`src/rtl/wishbone_responder_pkg.sv`:
```
// wishbone_responder_pkg: FSM states, default ID word and byte-lane merge helper
package wishbone_responder_pkg;
  typedef enum logic [1:0] {IDLE, WAIT, RESP} state_t;
  localparam logic [31:0] ID_DEFAULT = 32'h5742_0001;
  function automatic logic [31:0] merge(input logic [31:0] old_w, input logic [31:0] new_w, input logic [3:0] sel);
    logic [31:0] m;
    for (int i = 0; i < 4; i++) m[8*i +: 8] = sel[i] ? new_w[8*i +: 8] : old_w[8*i +: 8];
    return m;
  endfunction
endpackage

```
`src/rtl/wishbone_responder.sv`:
```
// wishbone_responder: wait-stated Wishbone slave with RAM words, transfer counter and ID word
module wishbone_responder
  import wishbone_responder_pkg::*;
#(
  parameter int ADDR_WIDTH = 6,
  parameter int NUM_REGS = 12,
  parameter int WAIT_STATES = 2,
  parameter logic [31:0] ID_VALUE = ID_DEFAULT
) (
  input  logic                  wb_clk_i,
  input  logic                  wb_rst_i,
  input  logic [ADDR_WIDTH-1:0] wb_adr_i,
  input  logic [31:0]           wb_dat_i,
  output logic [31:0]           wb_dat_o,
  input  logic [3:0]            wb_sel_i,
  input  logic                  wb_we_i,
  input  logic                  wb_cyc_i,
  input  logic                  wb_stb_i,
  output logic                  wb_ack_o,
  output logic                  wb_err_o
);
  localparam int IW = ADDR_WIDTH - 2;
  state_t state, state_n;
  logic [3:0] cnt;
  logic [IW-1:0] adr, c_adr;
  logic [31:0] dat, c_dat, xfer, idx, rd;
  logic [3:0] sel, c_sel;
  logic we, c_we, req, to_resp, bad;
  logic [31:0] regs [NUM_REGS-2];
  assign req = wb_cyc_i & wb_stb_i;
  // With zero wait states the response is decided in the sampling cycle, so decode the live request there
  always_comb begin
    c_adr = state == IDLE ? wb_adr_i[ADDR_WIDTH-1:2] : adr;
    c_dat = state == IDLE ? wb_dat_i : dat;
    c_sel = state == IDLE ? wb_sel_i : sel;
    c_we = state == IDLE ? wb_we_i : we;
    idx = 32'(c_adr);
    state_n = state == IDLE ? (req ? (WAIT_STATES > 0 ? WAIT : RESP) : IDLE)
            : state == WAIT ? (!wb_cyc_i ? IDLE : cnt == 4'(WAIT_STATES - 1) ? RESP : WAIT)
            : IDLE;
    to_resp = state_n == RESP;
    bad = idx >= NUM_REGS || (c_we && idx >= NUM_REGS - 2);
    rd = idx < NUM_REGS - 2 ? regs[c_adr] : idx == NUM_REGS - 2 ? xfer : ID_VALUE;
  end
  always_ff @(posedge wb_clk_i or posedge wb_rst_i) begin
    if (wb_rst_i) state <= IDLE;
    else state <= state_n;
  end
  always_ff @(posedge wb_clk_i or posedge wb_rst_i) begin
    if (wb_rst_i) begin
      cnt <= '0;
      adr <= '0;
      dat <= '0;
      sel <= '0;
      we <= 1'b0;
      xfer <= '0;
      wb_ack_o <= 1'b0;
      wb_err_o <= 1'b0;
      wb_dat_o <= '0;
      for (int i = 0; i < NUM_REGS - 2; i++) regs[i] <= '0;
    end else begin
      cnt <= state == WAIT ? cnt + 4'd1 : 4'd0;
      if (state == IDLE && req) begin
        adr <= wb_adr_i[ADDR_WIDTH-1:2];
        dat <= wb_dat_i;
        sel <= wb_sel_i;
        we <= wb_we_i;
      end
      wb_ack_o <= to_resp && !bad;
      wb_err_o <= to_resp && bad;
      wb_dat_o <= (to_resp && !bad && !c_we) ? rd : 32'd0;
      if (to_resp && !bad && c_we) regs[c_adr] <= merge(regs[c_adr], c_dat, c_sel);
      // Counter moves at the end of the ack cycle so a read of it reports the pre-increment value
      if (state == RESP && wb_ack_o) xfer <= xfer + 32'd1;
    end
  end
endmodule

```
`config.mk`:
```
export PLATFORM = sky130hd
export DESIGN_NAME = wishbone_responder
export DESIGN_NICKNAME = d
export VERILOG_FILES = /design/src/rtl/wishbone_responder_pkg.sv /design/src/rtl/wishbone_responder.sv
export SDC_FILE = /design/constraint.sdc
export NUM_CORES = 1
export LEC_CHECK = 0
export BUFFER_PORTS_ARGS = -buffer_cell sky130_fd_sc_hd__clkbuf_2
export CELL_PAD_IN_SITES_DETAIL_PLACEMENT = 0
export CELL_PAD_IN_SITES_GLOBAL_PLACEMENT = 2
export CORE_ASPECT_RATIO = 0.75
export CORE_MARGIN = 5
export CORE_UTILIZATION = 30
export CTS_BUF_LIST = sky130_fd_sc_hd__clkbuf_4 sky130_fd_sc_hd__clkbuf_8
export CTS_CLUSTER_SIZE = 40
export DETAILED_ROUTE_END_ITERATION = 10
export GPL_TIMING_DRIVEN = 0
export HOLD_SLACK_MARGIN = 0.06
export PLACE_DENSITY = 0.6
export SYNTH_ARGS = -nofsm -noshare
export SYNTH_HDL_FRONTEND = slang
export SYNTH_SLANG_ARGS = --single-unit
```
`constraint.sdc`:
```
create_clock -name wb_clk_i -period 23.9 [get_ports wb_clk_i]
set_input_delay 0 -clock wb_clk_i [delete_from_list [all_inputs] [get_ports wb_clk_i]]
set_output_delay 0 -clock wb_clk_i [all_outputs]
set_load 0.03 [all_outputs]
```
==> qor.yml, run 1 <==
final_layout:
  drive_gt1_frac: 0.1993
  multi_input_area_mm2: 0.008287
  fin_util: 0.3625
  fill_cells: 6613
  fin_area_mm2: 0.02373
  seq_area_mm2: 0.01084
  num-nets-final: 2133
  area_delta_synth_final_pct: 19.16
routing:
  final_antenna_net_count: 0
  routedWlPerCell_um: 26.81
  vias: 16466
  finalWirelength_mm: 80.70
  drt_iter0_markers: 1237
  via_per_inst: 5.470
  dr.pass1.iters: 5
  drc: 0
grt:
  top_usage_layer: "met2"
  grt_overflow: 0
  grt_pass1_vias: 16671
  grt_max_degree: 125
  grtUsageMet2: 0.3340
  antenna_found_initial: 2
  use_met1: 0.3173
  grt_pass1_wl_mm: 117.2
  track_usage: 0.2241
  grtUsageMet3: 0.06173
setup_path:
  critical-path-slowest-cell: "clkbuf_1"
  path_buf_inv: 4
  endpoint_kind: "flop"
  cp_data_required_time_ns: 24.48
  worstReg2RegEnd: "regs[315]"
  crit_arrival_ns: 4.40
  max_stage_delay_ns: 0.90
  crit_family: "buffers and inverters"
  cp_max_fo: 10
  ff2ff_path_depth: 9
  crit_type: "flop to flop"
  start_kind: "flop"
  crit_chain: "nor2_1, buf_2, o31ai_4, buf_2, nand4_1, clkbuf_1, clkbuf_1, nand2_1, o31ai_1"
  r2r_slack_ns: 20.08
  r2r_start: "state[0]"
worst_hold_path:
  hold-path-endpoint: "dat[4]"
  hp-start: "wb_dat_i[4]"
  hp-class: "input port to flop"
  min_path_cells: 3
sta:
  period_share: 0.1598
  setup_slack_ns: 20.08
  fmax_ghz: 0.2619
  relSlewSlack: 0.2283
  skew_ns: 0.03010
  tns_ns: 0
  drv_slew: 0
  rsz0062_at_grt: "no"
  hold_ws_ns: 0.1015
  tightest_slew_ns: 1.145
  setup_violations: 0
  min_period_ns: 3.818
  hold_viol_final: 0
pwr:
  p_per_area_mw_per_mm2: 82.59
  static-leakage-power_nw: 10.32
  peakVddDrop_v: 0.00004015
clocking:
  clk_pin_slew_ns: 0.06
  htreeDepth: 3
  ctsHoldBuffers: 59
  post_cts.repair.setup_buffers: 0
  tritoncts: "built"
  cts_sinks: 433
  cts-buffers-inserted: 78
  clk_latency_ns: 0.70
  cts-resized-gates: 0
  cts_root_buf: "clkbuf_8"
  cts_buffer_depth: 3
placed_design:
  port_buffers: 78
  dp_slack_ns: 20.22
  gp_congestion: 0.8049
  post_dp_cell_area_mm2: 0.02151
  hpwl_mm: 54.52
yosys:
  yosys_warnings: 0
  ys_seq_area_frac: 0.5441
  synthTopCellsByArea: "dfrtp_1 54%, o31ai_1 10%, nand2_1 7.3%, o22ai_1 3.9%, mux2_2 3.8%"
  netlist_instances: 1862
  synth-edff-count: 0
  synthDominantAreaCellType: "dfrtp_1"
  synth_seq_cells: 433
  synth.distinct_cells: 68
  syn_avg_cell_area_um2: 10.70
  synth_ff_type: "dfrtp_1"
  synth.net_count: 1912
  syn-cell-area_mm2: 0.01991
  async_flop_share: 1.000
  netlist.area_leader.share: 0.5441
run:
  maxCapViolCount: 0
die:
  die_area_mm2: 0.07169
  core_area_mm2: 0.06547
  die_x_um: 307.5
  row_count: 81
  pin_count: 81
  start_util: 0.3042
  die_h_um: 233.1
status:
  status: "completed"
## area by class of cell
class                   count  share of cell area
repair buffers            141             0.04598
clock inverters            13            0.005325
inverters                  13            0.002373
clock buffers             121             0.06306
plain buffers             164             0.03132
diodes                      2           0.0002109
flip-flops and latches    433              0.4566
multi-input cells        1252              0.3492
well taps                 871             0.04592
## worst reg2reg max path: cells and delay by family, from the launching register on
family / cells / cell delay [ns]
simple gates: 3 / 0.63
flops: 1 / 0.46
buf+inv: 4 / 2.33
compound gates: 2 / 0.29
## stage by stage
step / power [mW] / instances
after global placement: 1.209 / 2811
after global routing: 2.052 / 3010
after floorplan: 1.067 / 1862
final: 1.960 / 3010
after CTS: 1.979 / 3008
after detailed placement: 1.214 / 2815
## layout by cell type, fill, tap and decap left out, types with 54 or more instances in the layout
cell,Yosys,routed
o31ai_1,270,270
dfrtp_1,433,433
nand2_1,387,387
clkbuf_2,3,81
clkbuf_1,61,61
clkbuf_8,0,94
buf_2,54,54
mux2_2,68,68
o22ai_1,123,123
dlygate4sd3_1,0,59
## synthesized netlist by cell type (30+ instances only)
cell	instances
clkbuf_1	61
dfrtp_1	433
o22ai_1	123
nor2_1	53
a221oi_1	30
o31ai_1	270
and3_1	38
buf_2	54
buf_1	35
nand2_1	387
mux2_2	68
## logic make-up after synthesis
kind of cell	share of synthesized area
and+or+nand+nor	0.1177
adders and majority gates	0.001885
buffers and inverters	0.03977
AOI/OAI and AO/OA	0.2378
muxes	0.04423
DFF	0.5441
xor gates and xnor gates	0.01451
## sequential cells by signal, indices dropped and copies added, names as in the netlist, 2 cells and up
signal    count
regs        320
cnt           4
adr           4
state         2
dat          32
wb_dat_o     32
sel           4
xfer         32
## metal layers
layer  up-vias  wire, um
li1       7326         -
met1      8489     37530
met2       518     34920
met3       133      5604
met4         0      2646
met5         -         0
## how the worst max path moves through the flow
stage | from | endpoint | slack [ns] | cells past startpoint
2_1_floorplan | wb_rst_i | adr[0] | 11.84 | 1
3_3_place_gp | wb_rst_i | xfer[19] | 6.21 | 2
3_5_place_dp | state[0] | regs[318] | 20.22 | 8
4_1_cts | state[0] | regs[312] | 20.21 | 9
5_1_grt | state[0] | regs[312] | 19.97 | 9
6_report | state[0] | regs[315] | 20.08 | 9
## report_power, final
group	internal [mW]	total, mW	switching (mW)
clock	0.418	0.748	0.330
combinational	0.124	0.409	0.285
sequential	0.778	0.803	0.0257
total	1.32	1.96	0.640
(Power assumes the default switching activity.)
==> run 2: changes to the inputs <==
--- a/config.mk
+++ b/config.mk
@@ -16,7 +16,7 @@
 export DETAILED_ROUTE_END_ITERATION = 10
 export GPL_TIMING_DRIVEN = 0
 export HOLD_SLACK_MARGIN = 0.06
-export PLACE_DENSITY = 0.6
+export PLACE_DENSITY = 0.62
 export SYNTH_ARGS = -nofsm -noshare
 export SYNTH_HDL_FRONTEND = slang
 export SYNTH_SLANG_ARGS = --single-unit
==> constraint.sdc (replaced) <==
create_clock -name wb_clk_i -period 3.1 [get_ports wb_clk_i]
set_input_delay 0 -clock wb_clk_i [delete_from_list [all_inputs] [get_ports wb_clk_i]]
set_output_delay 0 -clock wb_clk_i [all_outputs]
set_load 0.03 [all_outputs]
==> qor.yml, run 2 (synthesized netlist as in run 1, its figures left out) <==
pwr:
  p_per_area_mw_per_mm2: 629.4  # +660%
  static-leakage-power_nw: 10.57  # +2.5%
  peakVddDrop_v: 0.0002647  # +560%
sta:
  skew_ns: 0.03612  # +0.006015 ns
  fmax_ghz: 0.3233  # +23%
  relSlewSlack: 0.3480  # +0.1197
  tightest_slew_ns: 0.9779  # -0.1675 ns
  period_share: 0.9978  # +0.8380
  drv_slew: 0  # unchanged
  hold_ws_ns: 0.1154  # +0.01399 ns
  setup_violations: 0  # unchanged
  hold_viol_final: 0  # unchanged
  min_period_ns: 3.093  # -0.7253 ns
  rsz0062_at_grt: "no"
setup_path:
  crit_arrival_ns: 3.67  # -0.73 ns
  crit_chain: "or2_1, clkbuf_1, o21a_1, buf_4, buf_4, buf_4, o22ai_1, o21ai_1, nand2_1, a21oi_1"
  crit_family: "compound AO/OA/AOI/OAI gates"
  cp_max_fo: 10  # unchanged
  path_buf_inv: 4  # unchanged
  max_stage_delay_ns: 0.48  # -0.42 ns
  cp_data_required_time_ns: 3.67  # -20.81 ns
  crit_type: "flop to flop"
  critical-path-slowest-cell: "dfrtp_1"
  endpoint_kind: "flop"
  cp_common_cell: "buf_4"
  start_kind: "flop"
final_layout:
  seq_area_mm2: 0.01084  # unchanged
  final_common_cell: "dfrtp_1"
  drive_gt1_frac: 0.2326  # +0.03321
  area_delta_synth_final_pct: 21.17
  largest_register: "regs"
  fill_cells: 6654  # +0.62%
  multi_input_area_mm2: 0.008378  # +1.1%
  fin_area_mm2: 0.02413  # +1.7%
  largest_register_ffs: 320  # unchanged
  layout_common_cells: "433 x dfrtp_1, 387 x nand2_1, 270 x o31ai_1"
  num-nets-final: 2141  # +0.38%
die:
  core_area_mm2: 0.06547  # unchanged
  die_h_um: 233.1  # unchanged
  pin_count: 81  # unchanged
  row_count: 81  # unchanged
  die_x_um: 307.5  # unchanged
  die_area_mm2: 0.07169  # unchanged
  start_util: 0.3042  # unchanged
clocking:
  tritoncts: "built"
  htreeDepth: 3  # unchanged
  cts_root_buf: "clkbuf_8"
  cts_sinks: 433  # unchanged
  clk_latency_ns: 0.69  # about the same
  clk_pin_slew_ns: 0.06  # about the same
  cts_buffer_depth: 3  # unchanged
  cts-buffers-inserted: 78  # unchanged
grt:
  grt_pass1_vias: 17047  # +2.3%
  grt_overflow: 0  # unchanged
  grt_pass1_wl_mm: 117.0  # -0.18%
  track_usage: 0.2226  # -0.001587
  grt_max_degree: 42  # -66%
  antenna_found_initial: 4  # +2
routing:
  routedWlPerCell_um: 26.63  # -0.67%
  drt_iter0_markers: 1144  # -7.5%
  final_antenna_net_count: 0  # unchanged
  drc: 0  # unchanged
  finalWirelength_mm: 80.51  # -0.24%
  vias: 16726  # +1.6%
  via_per_inst: 5.533  # +1.1%
  dr.pass1.iters: 7  # +2
status:
  status: "completed"
placed_design:
  hpwl_mm: 54.81  # +0.53%
  post_dp_cell_area_mm2: 0.02165  # +0.62%
  gp_congestion: 0.8076  # +0.34%
  port_buffers: 78  # unchanged
run:
  maxCapViolCount: 0  # unchanged
worst_hold_path:
  hp-class: "input port to flop"
==> run 2: area by class of cell <==
type,count,area share
Multi-Input combinational cell,1252,0.3472
Clock buffer,129,0.06502
Inverter,13,0.002178
Sequential cell,433,0.4491
Antenna cell,2,0.0002074
Buffer,156,0.03370
Timing Repair Buffer,157,0.05393
Clock inverter,10,0.003526
Tap cell,871,0.04516
==> run 2: worst min-delay path: cells and delay by family <==
family   cells  cell delay [ns]
buf+inv      2             0.64
mux          1             0.13
==> run 2: worst paths after layout <==
kind / to / slack (ns) / from / cells past startpoint
setup / recovery: wb_dat_o[0] / 0.007 / state[0] / 10
hold / removal: dat[16] / 0.12 / wb_dat_i[16] / 3
setup reg to reg: wb_dat_o[0] / 0.007 / state[0] / 10
hold reg to reg: regs[229] / 0.47 / regs[229] / 2
max in group asynchronous: regs[244] / 0.89 / wb_rst_i / 9
min in group asynchronous: dat[5] / 0.48 / wb_rst_i / 4
==> run 2: timing repair <==
item,4_1_cts,5_1_grt
setup endpoints to repair,294,255
gates resized for setup,41,61
endpoints found under the hold margin,335,0
buffers inserted,2,6
hold buffers,59,0
pin swaps,1,2
==> run 2: power by group <==
part	internal (mW)	switching [mW]	leakage [nW]
Sequential	5.99	0.198	5.92
Combinational	1.00	2.18	3.76
Clock	3.27	2.54	0.889
Total	10.3	4.92	10.6
==> run 2: per-layer routing <==
layer  vias up  share of wire  GRT usage
li1       7373              -          -
met1      8633           0.45     0.3085
met4         0          0.036    0.08386
met5         -              0          0
met2       582           0.44     0.3364
met3       138          0.076    0.05756
==> run 2: per-stage QoR <==
step           power [mW]  std cells  worst slack [ns]  setup TNS, ns    util
2_1_floorplan       8.231       1862            -2.747       -1189.60       -
3_3_place_gp        9.273       2811            -5.724       -2495.78  0.3268
3_5_place_dp        9.342       2823           -0.5359         -52.92  0.3306
4_1_cts             15.31       3021          0.001255              0  0.3666
5_1_grt             15.87       3023          0.004525              0  0.3686
6_report            15.19       3023          0.006926              0  0.3686
==> run 3: changes to the inputs <==
--- a/config.mk
+++ b/config.mk
@@ -16,7 +16,7 @@
 export DETAILED_ROUTE_END_ITERATION = 10
 export GPL_TIMING_DRIVEN = 0
 export HOLD_SLACK_MARGIN = 0.06
-export PLACE_DENSITY = 0.62
+export PLACE_DENSITY_LB_ADDON = 0.12
 export SYNTH_ARGS = -nofsm -noshare
 export SYNTH_HDL_FRONTEND = slang
 export SYNTH_SLANG_ARGS = --single-unit
==> qor.yml, run 3 (synthesized netlist as in run 1, its figures left out) <==
status:
  status: "completed"
final_layout:
  seq_area_mm2: 0.01084  # unchanged
  n_antenna_cell: 0  # -2
  drive_gt1_frac: 0.2322  # -0.0003818
  fill_cells: 6665  # +0.17%
  layout_common_cells: "433 x dfrtp_1, 384 x nand2_1, 270 x o31ai_1"
  num-nets-final: 2125  # -0.75%
  area_delta_synth_final_pct: 20.50
  fin_area_mm2: 0.02400  # -0.55%
  multi_input_area_mm2: 0.008399  # +0.25%
  largest_register_ffs: 320  # unchanged
  final_common_cell: "dfrtp_1"
  largest_register: "regs"
clocking:
  tritoncts: "built"
  clk_latency_ns: 0.70  # about the same
  cts_sinks: 433  # unchanged
  cts-buffers-inserted: 78  # unchanged
  htreeDepth: 3  # unchanged
  cts_root_buf: "clkbuf_8"
  clk_pin_slew_ns: 0.06  # about the same
  cts_buffer_depth: 3  # unchanged
die:
  die_area_mm2: 0.07169  # unchanged
  die_h_um: 233.1  # unchanged
  start_util: 0.3042  # unchanged
  die_x_um: 307.5  # unchanged
  core_area_mm2: 0.06547  # unchanged
  pin_count: 81  # unchanged
  row_count: 81  # unchanged
setup_path:
  crit_type: "flop to flop"
  ff2ff_path_depth: 8  # -2
  crit_arrival_ns: 3.59  # -0.08 ns
  cp_max_fo: 10  # unchanged
  cp_data_required_time_ns: 3.70  # +0.03 ns
  start_kind: "flop"
  endpoint_kind: "flop"
routing:
  final_antenna_net_count: 0  # unchanged
  routedWlPerCell_um: 26.86  # +0.86%
  vias: 16362  # -2.2%
  drc: 0  # unchanged
  drt_iter0_markers: 1293  # +13%
  finalWirelength_mm: 80.66  # +0.20%
  dr.pass1.iters: 5  # -2
  via_per_inst: 5.449  # -1.5%
worst_hold_path:
  min_path_cells: 3  # unchanged
  hp-class: "input port to flop"
pwr:
  finalPower_mw: 15.22  # +0.25%
  static-leakage-power_nw: 10.50  # -0.67%
  peakVddDrop_v: 0.0002987  # +13%
  p_per_area_mw_per_mm2: 634.4  # +0.80%
grt:
  grt_pass1_wl_mm: 116.9  # about the same
  antenna_found_initial: 1  # -3
  grt_overflow: 0  # unchanged
  grt_pass1_vias: 16373  # -4.0%
  track_usage: 0.2230  # +0.0004721
  grt_max_degree: 41  # -2.4%
placed_design:
  post_dp_cell_area_mm2: 0.02164  # about the same
  hpwl_mm: 56.02  # +2.2%
  port_buffers: 78  # unchanged
  gp_congestion: 0.8059  # -0.21%
sta:
  setup_violations: 0  # unchanged
  relSlewSlack: 0.3167  # -0.03135
  period_share: 0.9670  # -0.03077
  rsz0062_at_grt: "no"
  hold_ws_ns: 0.1093  # -0.006136 ns
  skew_ns: 0.04455  # +0.008430 ns
  min_period_ns: 2.998  # -0.09537 ns
  fmax_ghz: 0.3336  # +3.2%
  tightest_slew_ns: 1.025  # +0.04702 ns
  tns_ns: 0  # unchanged
  hold_viol_final: 0  # unchanged
  drv_slew: 0  # unchanged
run:
  maxCapViolCount: 0  # unchanged
==> run 3: cell count changes in the layout (fill, tap and decap cells not counted), sizes merged <==
| cell | previous run | this run |
|---|---|---|
| inv | 14 | 13 |
| clkbuf | 274 | 270 |
| clkinv | 6 | 8 |
| clkdlybuf4s15 | 3 | 0 |
| diode | 2 | 0 |
| buf | 106 | 98 |
| dlygate4sd3 | 59 | 53 |
| clkinvlp | 2 | 4 |
==> run 3: metrics by stage <==
stage                     utilization  cells  worst slack [ns]
final                          0.3665   3003            0.1023
after global routing           0.3665   3003          0.003066
after CTS                      0.3657   3011         0.0006366
after detailed placement       0.3305   2823           -0.5522
after global placement         0.3268   2811            -5.827
after floorplan                     -   1862            -2.747
==> run 3: final timing paths <==
path                             end  slack, ns        start
max                         xfer[26]       0.10     state[0]
min                           dat[9]       0.11  wb_dat_i[9]
max reg2reg                 xfer[26]       0.10     state[0]
min reg2reg                regs[271]       0.47    regs[271]
max in group asynchronous   xfer[15]       0.85     wb_rst_i
min in group asynchronous   regs[35]       0.51     wb_rst_i
==> run 3: what timing repair did <==
item                                    CTS  global route
endpoints found under the setup margin  307           288
buffers inserted                          1             0
hold endpoints to repair                260             0
resized for setup                        45            58
pin swaps                                 1             1
hold buffers                             53             0
==> run 3: cell type report <==
type	count	area share
clock inverter	13	0.004223
buffer	153	0.03280
timing repair buffer	144	0.04870
tap	871	0.04541
clock buffer	124	0.06512
multi-input combinational	1252	0.3500
inverter	13	0.002190
sequential	433	0.4515
==> run 3: report_power, final <==
group / leakage (nW) / switching, mW / total [mW] / internal, mW
combinational: 3.70 / 2.22 / 3.21 / 0.992
clock: 0.882 / 2.55 / 5.82 / 3.27
sequential: 5.92 / 0.199 / 6.19 / 5.99
total: 10.5 / 4.97 / 15.2 / 10.3
==> run 3: routing by layer <==
| metal | routed length (um) | global-route usage | up-vias |
|---|---|---|---|
| li1 | - | - | 7312 |
| met1 | 37990 | 0.3263 | 8452 |
| met2 | 35610 | 0.3411 | 482 |
| met3 | 5100 | 0.04315 | 116 |
| met4 | 1965 | 0.05676 | 0 |
| met5 | 0 | 0 | - |
==> run 3: critical path, stage by stage, from the launching register on <==
cell	delay, ns
dfrtp_1	0.46
buf_2	0.22
and3b_1	0.21
buf_2	0.20
nand4_1	0.57
or3_1	0.58
clkbuf_1	0.21
nor4_2	0.28
xnor2_1	0.14
